[config.mk]
export PLATFORM = sky130hd
export DESIGN_NAME = ysyx_22050710_mem_stage_mo_flat
export DESIGN_NICKNAME = d
export VERILOG_FILES = /design/src/rtl/ysyx_22050710_mem_stage_mo_if.sv /design/src/rtl/ysyx_22050710_mem_stage_mo.sv /design/src/flat_wrapper.sv
export SDC_FILE = /design/constraint.sdc
export NUM_CORES = 2
export LEC_CHECK = 0
export BUFFER_PORTS_ARGS = -buffer_cell sky130_fd_sc_hd__clkbuf_2
export CORE_MARGIN = 3
export CORE_UTILIZATION = 32
export DETAILED_ROUTE_END_ITERATION = 12
export PLACE_DENSITY = 0.57
export SYNTH_ARGS = -nofsm -noshare
export SYNTH_HDL_FRONTEND = slang
export SYNTH_SLANG_ARGS = --single-unit
[constraint.sdc]
create_clock -name i_clk -period 13.98 [get_ports i_clk]
set_clock_uncertainty 0.05 [all_clocks]
set_input_delay 2.796 -clock i_clk [delete_from_list [all_inputs] [get_ports i_clk]]
set_output_delay 2.796 -clock i_clk [all_outputs]
set_load 0.02 [all_outputs]
[src/rtl/ysyx_22050710_mem_stage_mo_if.sv]
// Handshake/bus bundle between the multi-outstanding memory stage and its
// neighbours (EXE producer, data-SRAM response, WB consumer, DS bypass).
//   master : EXE/SRAM/WB side, drives entries, responses and ws_allowin
//   slave  : memory stage, drives allowin, retire bus, bypass, stall, error
// Optional YSYX_22050710_MS_PERF_EN adds perf_retire_cnt / perf_stall_cnt.
interface ysyx_22050710_mem_stage_mo_if #(
    parameter int unsigned WORD_WD      = 64,
    parameter int unsigned SRAM_DATA_WD = 64,
    parameter int unsigned GPR_ADDR_WD  = 5,
    parameter int unsigned CSR_ADDR_WD  = 12,
    parameter int unsigned DEBUG_BUS_WD = 161
);
    localparam int unsigned ES_TO_MS_BUS_WD = GPR_ADDR_WD + CSR_ADDR_WD + 8 + 3 * WORD_WD;
    localparam int unsigned MS_TO_WS_BUS_WD = 2 + GPR_ADDR_WD + CSR_ADDR_WD + 2 * WORD_WD;
    localparam int unsigned BYPASS_BUS_WD   = GPR_ADDR_WD + CSR_ADDR_WD + 2 * WORD_WD;

    logic                       es_to_ms_valid;
    logic [ES_TO_MS_BUS_WD-1:0] es_to_ms_bus;
    logic                       ms_allowin;
    logic [DEBUG_BUS_WD-1:0]    debug_es_to_ms_bus;
    logic                       data_sram_data_ok;
    logic [SRAM_DATA_WD-1:0]    data_sram_rdata;
    logic                       ws_allowin;
    logic                       ms_to_ws_valid;
    logic [MS_TO_WS_BUS_WD-1:0] ms_to_ws_bus;
    logic [DEBUG_BUS_WD-1:0]    debug_ms_to_ws_bus;
    logic [BYPASS_BUS_WD-1:0]   ms_to_ds_bypass_bus;
    logic                       ms_data_stall;
    logic                       ms_resp_err;
`ifdef YSYX_22050710_MS_PERF_EN
    logic [63:0]                perf_retire_cnt;
    logic [63:0]                perf_stall_cnt;

    modport master (
        output es_to_ms_valid, es_to_ms_bus, debug_es_to_ms_bus,
               data_sram_data_ok, data_sram_rdata, ws_allowin,
        input  ms_allowin, ms_to_ws_valid, ms_to_ws_bus, debug_ms_to_ws_bus,
               ms_to_ds_bypass_bus, ms_data_stall, ms_resp_err,
               perf_retire_cnt, perf_stall_cnt
    );
    modport slave (
        input  es_to_ms_valid, es_to_ms_bus, debug_es_to_ms_bus,
               data_sram_data_ok, data_sram_rdata, ws_allowin,
        output ms_allowin, ms_to_ws_valid, ms_to_ws_bus, debug_ms_to_ws_bus,
               ms_to_ds_bypass_bus, ms_data_stall, ms_resp_err,
               perf_retire_cnt, perf_stall_cnt
    );
`else
    modport master (
        output es_to_ms_valid, es_to_ms_bus, debug_es_to_ms_bus,
               data_sram_data_ok, data_sram_rdata, ws_allowin,
        input  ms_allowin, ms_to_ws_valid, ms_to_ws_bus, debug_ms_to_ws_bus,
               ms_to_ds_bypass_bus, ms_data_stall, ms_resp_err
    );
    modport slave (
        input  es_to_ms_valid, es_to_ms_bus, debug_es_to_ms_bus,
               data_sram_data_ok, data_sram_rdata, ws_allowin,
        output ms_allowin, ms_to_ws_valid, ms_to_ws_bus, debug_ms_to_ws_bus,
               ms_to_ds_bypass_bus, ms_data_stall, ms_resp_err
    );
`endif
endinterface

[src/rtl/ysyx_22050710_mem_stage_mo.sv]
// Multi-outstanding memory stage between EXE and WB. Holds up to MS_DEPTH
// in-flight entries in program order, attaches data-SRAM responses to the
// oldest entry still waiting, aligns/extends loads and retires the head in order.
// Ports:
//   i_clk, i_rst_n : clock, synchronous active-low reset
//   ms (slave)     : EXE entry handshake, SRAM data_ok/rdata, WB handshake,
//                    head bypass bus, load-use stall, sticky response error
// Macro YSYX_22050710_MS_PERF_EN adds 64-bit retire and head-wait counters.
module ysyx_22050710_mem_stage_mo #(
    parameter int unsigned WORD_WD      = 64,
    parameter int unsigned SRAM_DATA_WD = 64,
    parameter int unsigned GPR_ADDR_WD  = 5,
    parameter int unsigned CSR_ADDR_WD  = 12,
    parameter int unsigned MS_DEPTH     = 4,
    parameter int unsigned DEBUG_BUS_WD = 161
) (
    input logic                          i_clk,
    input logic                          i_rst_n,
    ysyx_22050710_mem_stage_mo_if.slave  ms
);
    localparam int unsigned PTR_WD = $clog2(MS_DEPTH);
    localparam int unsigned CNT_WD = PTR_WD + 1;

    typedef struct packed {
        logic [GPR_ADDR_WD-1:0] rd;
        logic [CSR_ADDR_WD-1:0] csr;
        logic                   gpr_wen;
        logic                   csr_wen;
        logic                   mem_ren;
        logic                   mem_wen;
        logic [2:0]             mem_op;
        logic                   csr_sel;
        logic [WORD_WD-1:0]     csrrdata;
        logic [WORD_WD-1:0]     alu_result;
        logic [WORD_WD-1:0]     csr_result;
    } es_entry_t;

    es_entry_t               ent_q   [MS_DEPTH];
    logic [DEBUG_BUS_WD-1:0] dbg_q   [MS_DEPTH];
    logic [SRAM_DATA_WD-1:0] rdata_q [MS_DEPTH];
    logic [MS_DEPTH-1:0]     valid_q;
    logic [MS_DEPTH-1:0]     done_q;
    logic [PTR_WD-1:0]       head_q;
    logic [PTR_WD-1:0]       tail_q;
    logic [CNT_WD-1:0]       count_q;
    logic                    resp_err_q;
    logic                    first_cyc_q;

    es_entry_t           es_ent;
    es_entry_t           head_ent;
    logic                head_valid;
    logic                head_done;
    logic                to_ws_valid;
    logic                fire;
    logic                allowin;
    logic                enq;
    logic                resp_hit;
    logic [PTR_WD-1:0]   resp_idx;
    logic [PTR_WD-1:0]   scan_idx;
    logic                resp_take;
    logic                resp_orphan;
    logic [MS_DEPTH-1:0] load_wait;
    logic [WORD_WD-1:0]  shifted;
    logic [WORD_WD-1:0]  load_val;
    logic [WORD_WD-1:0]  gpr_result;
    logic                byp_en;

    assign es_ent      = es_entry_t'(ms.es_to_ms_bus);
    assign head_ent    = ent_q[head_q];
    assign head_valid  = valid_q[head_q];
    assign head_done   = done_q[head_q];
    assign to_ws_valid = head_valid & head_done;
    assign fire        = to_ws_valid & ms.ws_allowin;
    assign allowin     = (count_q < CNT_WD'(MS_DEPTH)) | fire;
    assign enq         = ms.es_to_ms_valid & allowin;

    // Oldest valid-but-not-done entry owns the next response; non-mem entries
    // are done on enqueue, so the scan skips them naturally.
    always_comb begin
        resp_hit  = 1'b0;
        resp_idx  = head_q;
        scan_idx  = head_q;
        load_wait = '0;
        for (int unsigned i = 0; i < MS_DEPTH; i++) begin
            scan_idx = head_q + PTR_WD'(i);
            if (!resp_hit && valid_q[scan_idx] && !done_q[scan_idx]) begin
                resp_hit = 1'b1;
                resp_idx = scan_idx;
            end
            load_wait[i] = valid_q[i] & ~done_q[i] & ent_q[i].mem_ren;
        end
    end

    // The cycle right after reset swallows a stray data_ok from before reset.
    assign resp_take   = ms.data_sram_data_ok & ~first_cyc_q & resp_hit;
    assign resp_orphan = ms.data_sram_data_ok & ~first_cyc_q & ~resp_hit;

    // Load align/extend from the head's stored response; byte shift only.
    always_comb begin
        shifted = WORD_WD'(rdata_q[head_q] >> {head_ent.alu_result[2:0], 3'b000});
        case (head_ent.mem_op)
            3'b000:  load_val = {{(WORD_WD-8){shifted[7]}},   shifted[7:0]};
            3'b001:  load_val = {{(WORD_WD-16){shifted[15]}}, shifted[15:0]};
            3'b010:  load_val = {{(WORD_WD-32){shifted[31]}}, shifted[31:0]};
            3'b011:  load_val = shifted;
            3'b100:  load_val = {{(WORD_WD-8){1'b0}},  shifted[7:0]};
            3'b101:  load_val = {{(WORD_WD-16){1'b0}}, shifted[15:0]};
            3'b110:  load_val = {{(WORD_WD-32){1'b0}}, shifted[31:0]};
            default: load_val = '0;
        endcase
    end

    assign gpr_result = head_ent.mem_ren ? load_val
                      : (head_ent.csr_sel ? head_ent.csrrdata : head_ent.alu_result);
    assign byp_en     = head_valid & ~head_ent.mem_wen & head_done;

    assign ms.ms_allowin          = allowin;
    assign ms.ms_to_ws_valid      = to_ws_valid;
    assign ms.ms_to_ws_bus        = to_ws_valid
        ? {head_ent.gpr_wen, head_ent.rd, gpr_result,
           head_ent.csr_wen, head_ent.csr, head_ent.csr_result}
        : '0;
    assign ms.debug_ms_to_ws_bus  = to_ws_valid ? dbg_q[head_q] : '0;
    assign ms.ms_to_ds_bypass_bus = {
        (byp_en & head_ent.gpr_wen) ? head_ent.rd         : GPR_ADDR_WD'(0),
        (byp_en & head_ent.gpr_wen) ? gpr_result          : WORD_WD'(0),
        (byp_en & head_ent.csr_wen) ? head_ent.csr        : CSR_ADDR_WD'(0),
        (byp_en & head_ent.csr_wen) ? head_ent.csr_result : WORD_WD'(0)};
    assign ms.ms_data_stall       = |load_wait;
    assign ms.ms_resp_err         = resp_err_q;

    // Queue control: occupancy, done flags, pointers, sticky error.
    always_ff @(posedge i_clk) begin
        if (!i_rst_n) begin
            valid_q     <= '0;
            done_q      <= '0;
            head_q      <= '0;
            tail_q      <= '0;
            count_q     <= '0;
            resp_err_q  <= 1'b0;
            first_cyc_q <= 1'b1;
        end else begin
            first_cyc_q <= 1'b0;
            if (fire) begin
                valid_q[head_q] <= 1'b0;
                head_q          <= head_q + PTR_WD'(1);
            end
            if (resp_take) begin
                done_q[resp_idx] <= 1'b1;
            end
            // Placed after retire so a full-queue enqueue into the freed slot wins.
            if (enq) begin
                valid_q[tail_q] <= 1'b1;
                done_q[tail_q]  <= ~(es_ent.mem_ren | es_ent.mem_wen);
                tail_q          <= tail_q + PTR_WD'(1);
            end
            count_q <= count_q + CNT_WD'(enq) - CNT_WD'(fire);
            if (resp_orphan) begin
                resp_err_q <= 1'b1;
            end
        end
    end

    // Entry payload storage; qualified by valid_q, so no reset needed.
    always_ff @(posedge i_clk) begin
        if (enq) begin
            ent_q[tail_q] <= es_ent;
            dbg_q[tail_q] <= ms.debug_es_to_ms_bus;
        end
        if (resp_take) begin
            rdata_q[resp_idx] <= ms.data_sram_rdata;
        end
    end

`ifdef YSYX_22050710_MS_PERF_EN
    logic [63:0] perf_retire_q;
    logic [63:0] perf_stall_q;

    // Retire count and cycles the head sits waiting on its response.
    always_ff @(posedge i_clk) begin
        if (!i_rst_n) begin
            perf_retire_q <= '0;
            perf_stall_q  <= '0;
        end else begin
            perf_retire_q <= perf_retire_q + 64'(fire);
            perf_stall_q  <= perf_stall_q + 64'(head_valid & ~head_done);
        end
    end

    assign ms.perf_retire_cnt = perf_retire_q;
    assign ms.perf_stall_cnt  = perf_stall_q;
`endif

endmodule

[src/flat_wrapper.sv]
// flat-port wrapper written by rule: the top's interface ports become plain ports
module ysyx_22050710_mem_stage_mo_flat 
#(
    parameter int unsigned WORD_WD      = 64,
    parameter int unsigned SRAM_DATA_WD = 64,
    parameter int unsigned GPR_ADDR_WD  = 5,
    parameter int unsigned CSR_ADDR_WD  = 12,
    parameter int unsigned MS_DEPTH     = 4,
    parameter int unsigned DEBUG_BUS_WD = 161
)
  (i_clk, i_rst_n, ms_es_to_ms_valid, ms_es_to_ms_bus, ms_debug_es_to_ms_bus, ms_data_sram_data_ok, ms_data_sram_rdata, ms_ws_allowin, ms_ms_allowin, ms_ms_to_ws_valid, ms_ms_to_ws_bus, ms_debug_ms_to_ws_bus, ms_ms_to_ds_bypass_bus, ms_ms_data_stall, ms_ms_resp_err);
  ysyx_22050710_mem_stage_mo_if #(.WORD_WD(WORD_WD), .SRAM_DATA_WD(SRAM_DATA_WD), .GPR_ADDR_WD(GPR_ADDR_WD), .CSR_ADDR_WD(CSR_ADDR_WD), .DEBUG_BUS_WD(DEBUG_BUS_WD)) ms_i ();
  input logic i_clk;
  input logic i_rst_n;
  input wire logic [$bits(ms_i.es_to_ms_valid)-1:0] ms_es_to_ms_valid;
  input wire logic [$bits(ms_i.es_to_ms_bus)-1:0] ms_es_to_ms_bus;
  input wire logic [$bits(ms_i.debug_es_to_ms_bus)-1:0] ms_debug_es_to_ms_bus;
  input wire logic [$bits(ms_i.data_sram_data_ok)-1:0] ms_data_sram_data_ok;
  input wire logic [$bits(ms_i.data_sram_rdata)-1:0] ms_data_sram_rdata;
  input wire logic [$bits(ms_i.ws_allowin)-1:0] ms_ws_allowin;
  output wire logic [$bits(ms_i.ms_allowin)-1:0] ms_ms_allowin;
  output wire logic [$bits(ms_i.ms_to_ws_valid)-1:0] ms_ms_to_ws_valid;
  output wire logic [$bits(ms_i.ms_to_ws_bus)-1:0] ms_ms_to_ws_bus;
  output wire logic [$bits(ms_i.debug_ms_to_ws_bus)-1:0] ms_debug_ms_to_ws_bus;
  output wire logic [$bits(ms_i.ms_to_ds_bypass_bus)-1:0] ms_ms_to_ds_bypass_bus;
  output wire logic [$bits(ms_i.ms_data_stall)-1:0] ms_ms_data_stall;
  output wire logic [$bits(ms_i.ms_resp_err)-1:0] ms_ms_resp_err;
  assign ms_i.es_to_ms_valid = ms_es_to_ms_valid;
  assign ms_i.es_to_ms_bus = ms_es_to_ms_bus;
  assign ms_i.debug_es_to_ms_bus = ms_debug_es_to_ms_bus;
  assign ms_i.data_sram_data_ok = ms_data_sram_data_ok;
  assign ms_i.data_sram_rdata = ms_data_sram_rdata;
  assign ms_i.ws_allowin = ms_ws_allowin;
  assign ms_ms_allowin = ms_i.ms_allowin;
  assign ms_ms_to_ws_valid = ms_i.ms_to_ws_valid;
  assign ms_ms_to_ws_bus = ms_i.ms_to_ws_bus;
  assign ms_debug_ms_to_ws_bus = ms_i.debug_ms_to_ws_bus;
  assign ms_ms_to_ds_bypass_bus = ms_i.ms_to_ds_bypass_bus;
  assign ms_ms_data_stall = ms_i.ms_data_stall;
  assign ms_ms_resp_err = ms_i.ms_resp_err;
  ysyx_22050710_mem_stage_mo #(.WORD_WD(WORD_WD), .SRAM_DATA_WD(SRAM_DATA_WD), .GPR_ADDR_WD(GPR_ADDR_WD), .CSR_ADDR_WD(CSR_ADDR_WD), .MS_DEPTH(MS_DEPTH), .DEBUG_BUS_WD(DEBUG_BUS_WD)) u_core (.i_clk(i_clk), .i_rst_n(i_rst_n), .ms(ms_i));
endmodule
==> flow_summary.ini <==
[drt]
drt_iter0_drc = 3677
routedWlPerCell_microns = 28.18
drtPass1Iterations = 6
wirelength_microns = 213000
avgViaCountPerCell = 5.113
antenna_left = 0
vias = 38658
route.detailed.drc = 0

[clocking]
cts_buffers = 192
htree_levels = 4
hold_buffers = 0
postCtsSetupBuffers = 0
cts_tree = done
cts.reportedPaths.clkPinSlew_ns = 0.06
insertion_delay_ns = 0.84
cts_buffer_depth = 3
ctsResizeCount = 0
cts_num_sinks = 1787
cts-root-buf = clkbuf_16

[global_routing]
grt-ovfl-total = 0
track_usage = 0.1819
antenna_found_initial = 86
grt_pass1_vias = 39484
grt_pass1_wl_microns = 300500
grt_start_max_net_pins = 138

[logic_synthesis]
yosysMostFrequentCell = edfxtp_1
netlist-cell-type-count = 63
netlist_top_cells_count = edfxtp_1, mux4_2, and3_1, clkbuf_1, nand2_1
synth_ff_type = edfxtp_1
synth_fp_nets = 3945
synth-async-reset-ratio = 0
synth_area_sq_um = 71430
synthTopCellsByArea = edfxtp_1, mux4_2, and3_1
avgSynthCellArea_sq_um = 20.49
synth-edff-count = 1768
yosysTopAreaCell = edfxtp_1
ys_ff_latch = 1787
synth_seq_area_share = 0.7485
yosysWarnings = 0
syn_inst = 3487
synth_top_area_frac = 0.7432

[placed_design]
gp_congestion = 0.8608
portBuffers = 903
hpwl_microns = 143300

[outcome]
status = finished, final reports clean

[pwr]
irDropWorstVdd_v = 0.0001412
p_leak_uw = 0.02959
p_total_uw = 13370
powerDensity_nw_per_um2 = 156.4

[die]
die_h_microns = 478.5
fp-row-count = 172
die-width_microns = 478.5
fp.coreArea_sq_um = 220800
io_pins = 904
dieArea_sq_um = 228900
initial_utilization = 0.3235

[timing]
rsz0062_at_grt = false
final-hold-violation-count = 0
period_share = 0.6440
worst_pin_slew_ns = 1.335
slew_violations = 0
setup_tns_ns = 0
clock.fmax_ghz = 0.1111
period_needed_ns = 9.003
setup_viol = 0
slew_headroom = 0.1101

[worst_hold_path]
hold_path_class = flop to flop
hold_path_end = u_core.ms.ms_resp_err
hold_path.startpoint = u_core.ms.ms_resp_err
min_path_cells = 2

[flow_run]
maxCapViolCount = 0

[setup_path]
path_cells = buf_4, mux4_2, buf_4, nor2_1, buf_4, a22o_1, or4b_1, buf_4, nand2_1, a31o_2, clkbuf_2
cp_num_buf_inv = 5
rr_worst_depth = 7
cpMaxStageDelayCell = or4b_1
cp.arrival_ns = 6.16
reg2reg_slack_ns = 8.13
startpoint_type = flop
crit_top_cell = buf_4
crit_type = flop to output pin
required_ns = 11.13
crit_path_max_fanout = 52
crit_family = buffers and inverters
rr_endpoint = u_core.ent_q[0][63]
reg2reg_from = u_core.head_q[0]
end_kind = output pin
cpPeakStageDelay_ns = 0.84

[layout]
drive_above_1_share = 0.3866
area_delta_synth_final_pct = 19.65
final_nets = 4865
metal layers:
metal / vias up / global-route usage / routed length [microns]
met5: - / 0 / 335
met4: 48 / 0.05787 / 4888
met3: 330 / 0.05852 / 19040
met2: 1532 / 0.2900 / 103500
met1: 20337 / 0.2359 / 85320
li1: 16411 / - / -
worst max-delay path by stage:
stage                                 endpoint  slack [ns]  cells after the start
after global routing      ms_ms_to_ws_bus[104]        4.75                     11
after global placement    ms_ms_to_ws_bus[104]        5.85                     11
after detailed placement  ms_ms_to_ws_bus[104]        5.81                     11
after CTS                 ms_ms_to_ws_bus[104]        4.87                     11
final                     ms_ms_to_ws_bus[104]        4.98                     11
after floorplan             u_core.dbg_q[0][0]        2.39                      4
power breakdown:
| part | switching [uW] | internal, uW |
|---|---|---|
| logic | 1270 | 594 |
| registers | 103 | 6500 |
| clock network | 2130 | 2770 |
| total | 3510 | 9860 |
tightest hold or removal path, delay by kind of cell, from the launching register on:
kind	cells	cell delay (ns)
AND/OR/NAND/NOR	1	0.07
AO/OA/AOI/OAI	1	0.05
flip-flops	1	0.33
placed cells by master (no fill, tap or decap), types with 7 or more instances in the layout:
cell type and count:
dfxtp_1 17, inv_1 9, a22oi_1 59, and2_1 97, a22o_1 9, mux2_2 60, nand2b_1 9, and3_1 279
o22ai_1 15, clkbuf_16 192, a21boi_0 16, edfxtp_1 1768, a211oi_1 16, clkbuf_2 903, clkinv_1 48, o211a_1 12
o22a_1 14, a21oi_1 46, o21ai_0 19, mux2i_1 62, mux4_2 447, diode_2 37, buf_12 9, buf_4 48
clkbuf_1 41, ha_1 10, nor2_1 54, nand4b_1 16, clkinvlp_4 10, clkinv_4 7, a221o_1 7, a31o_2 7
nand2_1 117, clkinv_2 27, nor2b_1 9, bufinv_16 12
cells by family (layout without fill, tap and decap cells):
kind of cell / after synthesis / in the layout / share of synthesized area
flip-flops: 1787 / 1787 / 0.7485
AND/OR/NAND/NOR: 615 / 615 / 0.04838
buffers and inverters: 250 / 1329 / 0.01533
adder cells (fa/ha/maj): 11 / 11 / 0.002032
XOR/XNOR: 6 / 6 / 0.0007356
multiplexers: 572 / 572 / 0.1600
AO/OA/AOI/OAI: 246 / 246 / 0.02498
other: 0 / 37 / 0
sequential cells by signal, indices dropped and copies added, names as in the netlist, named ones only:
| register | flops |
|---|---|
| u_core.dbg_q | 644 |
| u_core.tail_q | 2 |
| u_core.rdata_q | 256 |
| u_core.ent_q | 868 |
| u_core.count_q | 3 |
| u_core.valid_q | 4 |
| u_core.done_q | 4 |
| u_core.head_q | 2 |
| u_core.first_cyc_q | 1 |
| u_core.ms.ms_resp_err | 1 |
stage by stage:
step / hold slack [ns] / setup WS [ns] / cell area, sq um / util / cells
final: 0.4285 / 4.977 / 85470 / 0.3871 / 7561
after global routing: 0.4744 / 4.753 / 85420 / 0.3869 / 7541
after CTS: 0.4232 / 4.868 / 85380 / 0.3867 / 7524
after detailed placement: 0.4085 / 5.805 / 79260 / 0.3590 / 7171
after global placement: 0.4076 / 5.846 / 79260 / 0.3590 / 7171
after floorplan: 0.4050 / 2.386 / 71430 / - / 3487
area by class of cell:
class / instances / area [sq um]
Inverter: 16 / 90.09
Antenna cell: 37 / 92.59
Clock buffer: 233 / 4959
Tap cell: 2958 / 3701
Multi-Input combinational cell: 1450 / 16930
Clock inverter: 120 / 1157
Sequential cell: 1787 / 53480
Timing Repair Buffer: 960 / 5060
Fill cell: 20192 / 135300
(Power assumes the default switching activity.)
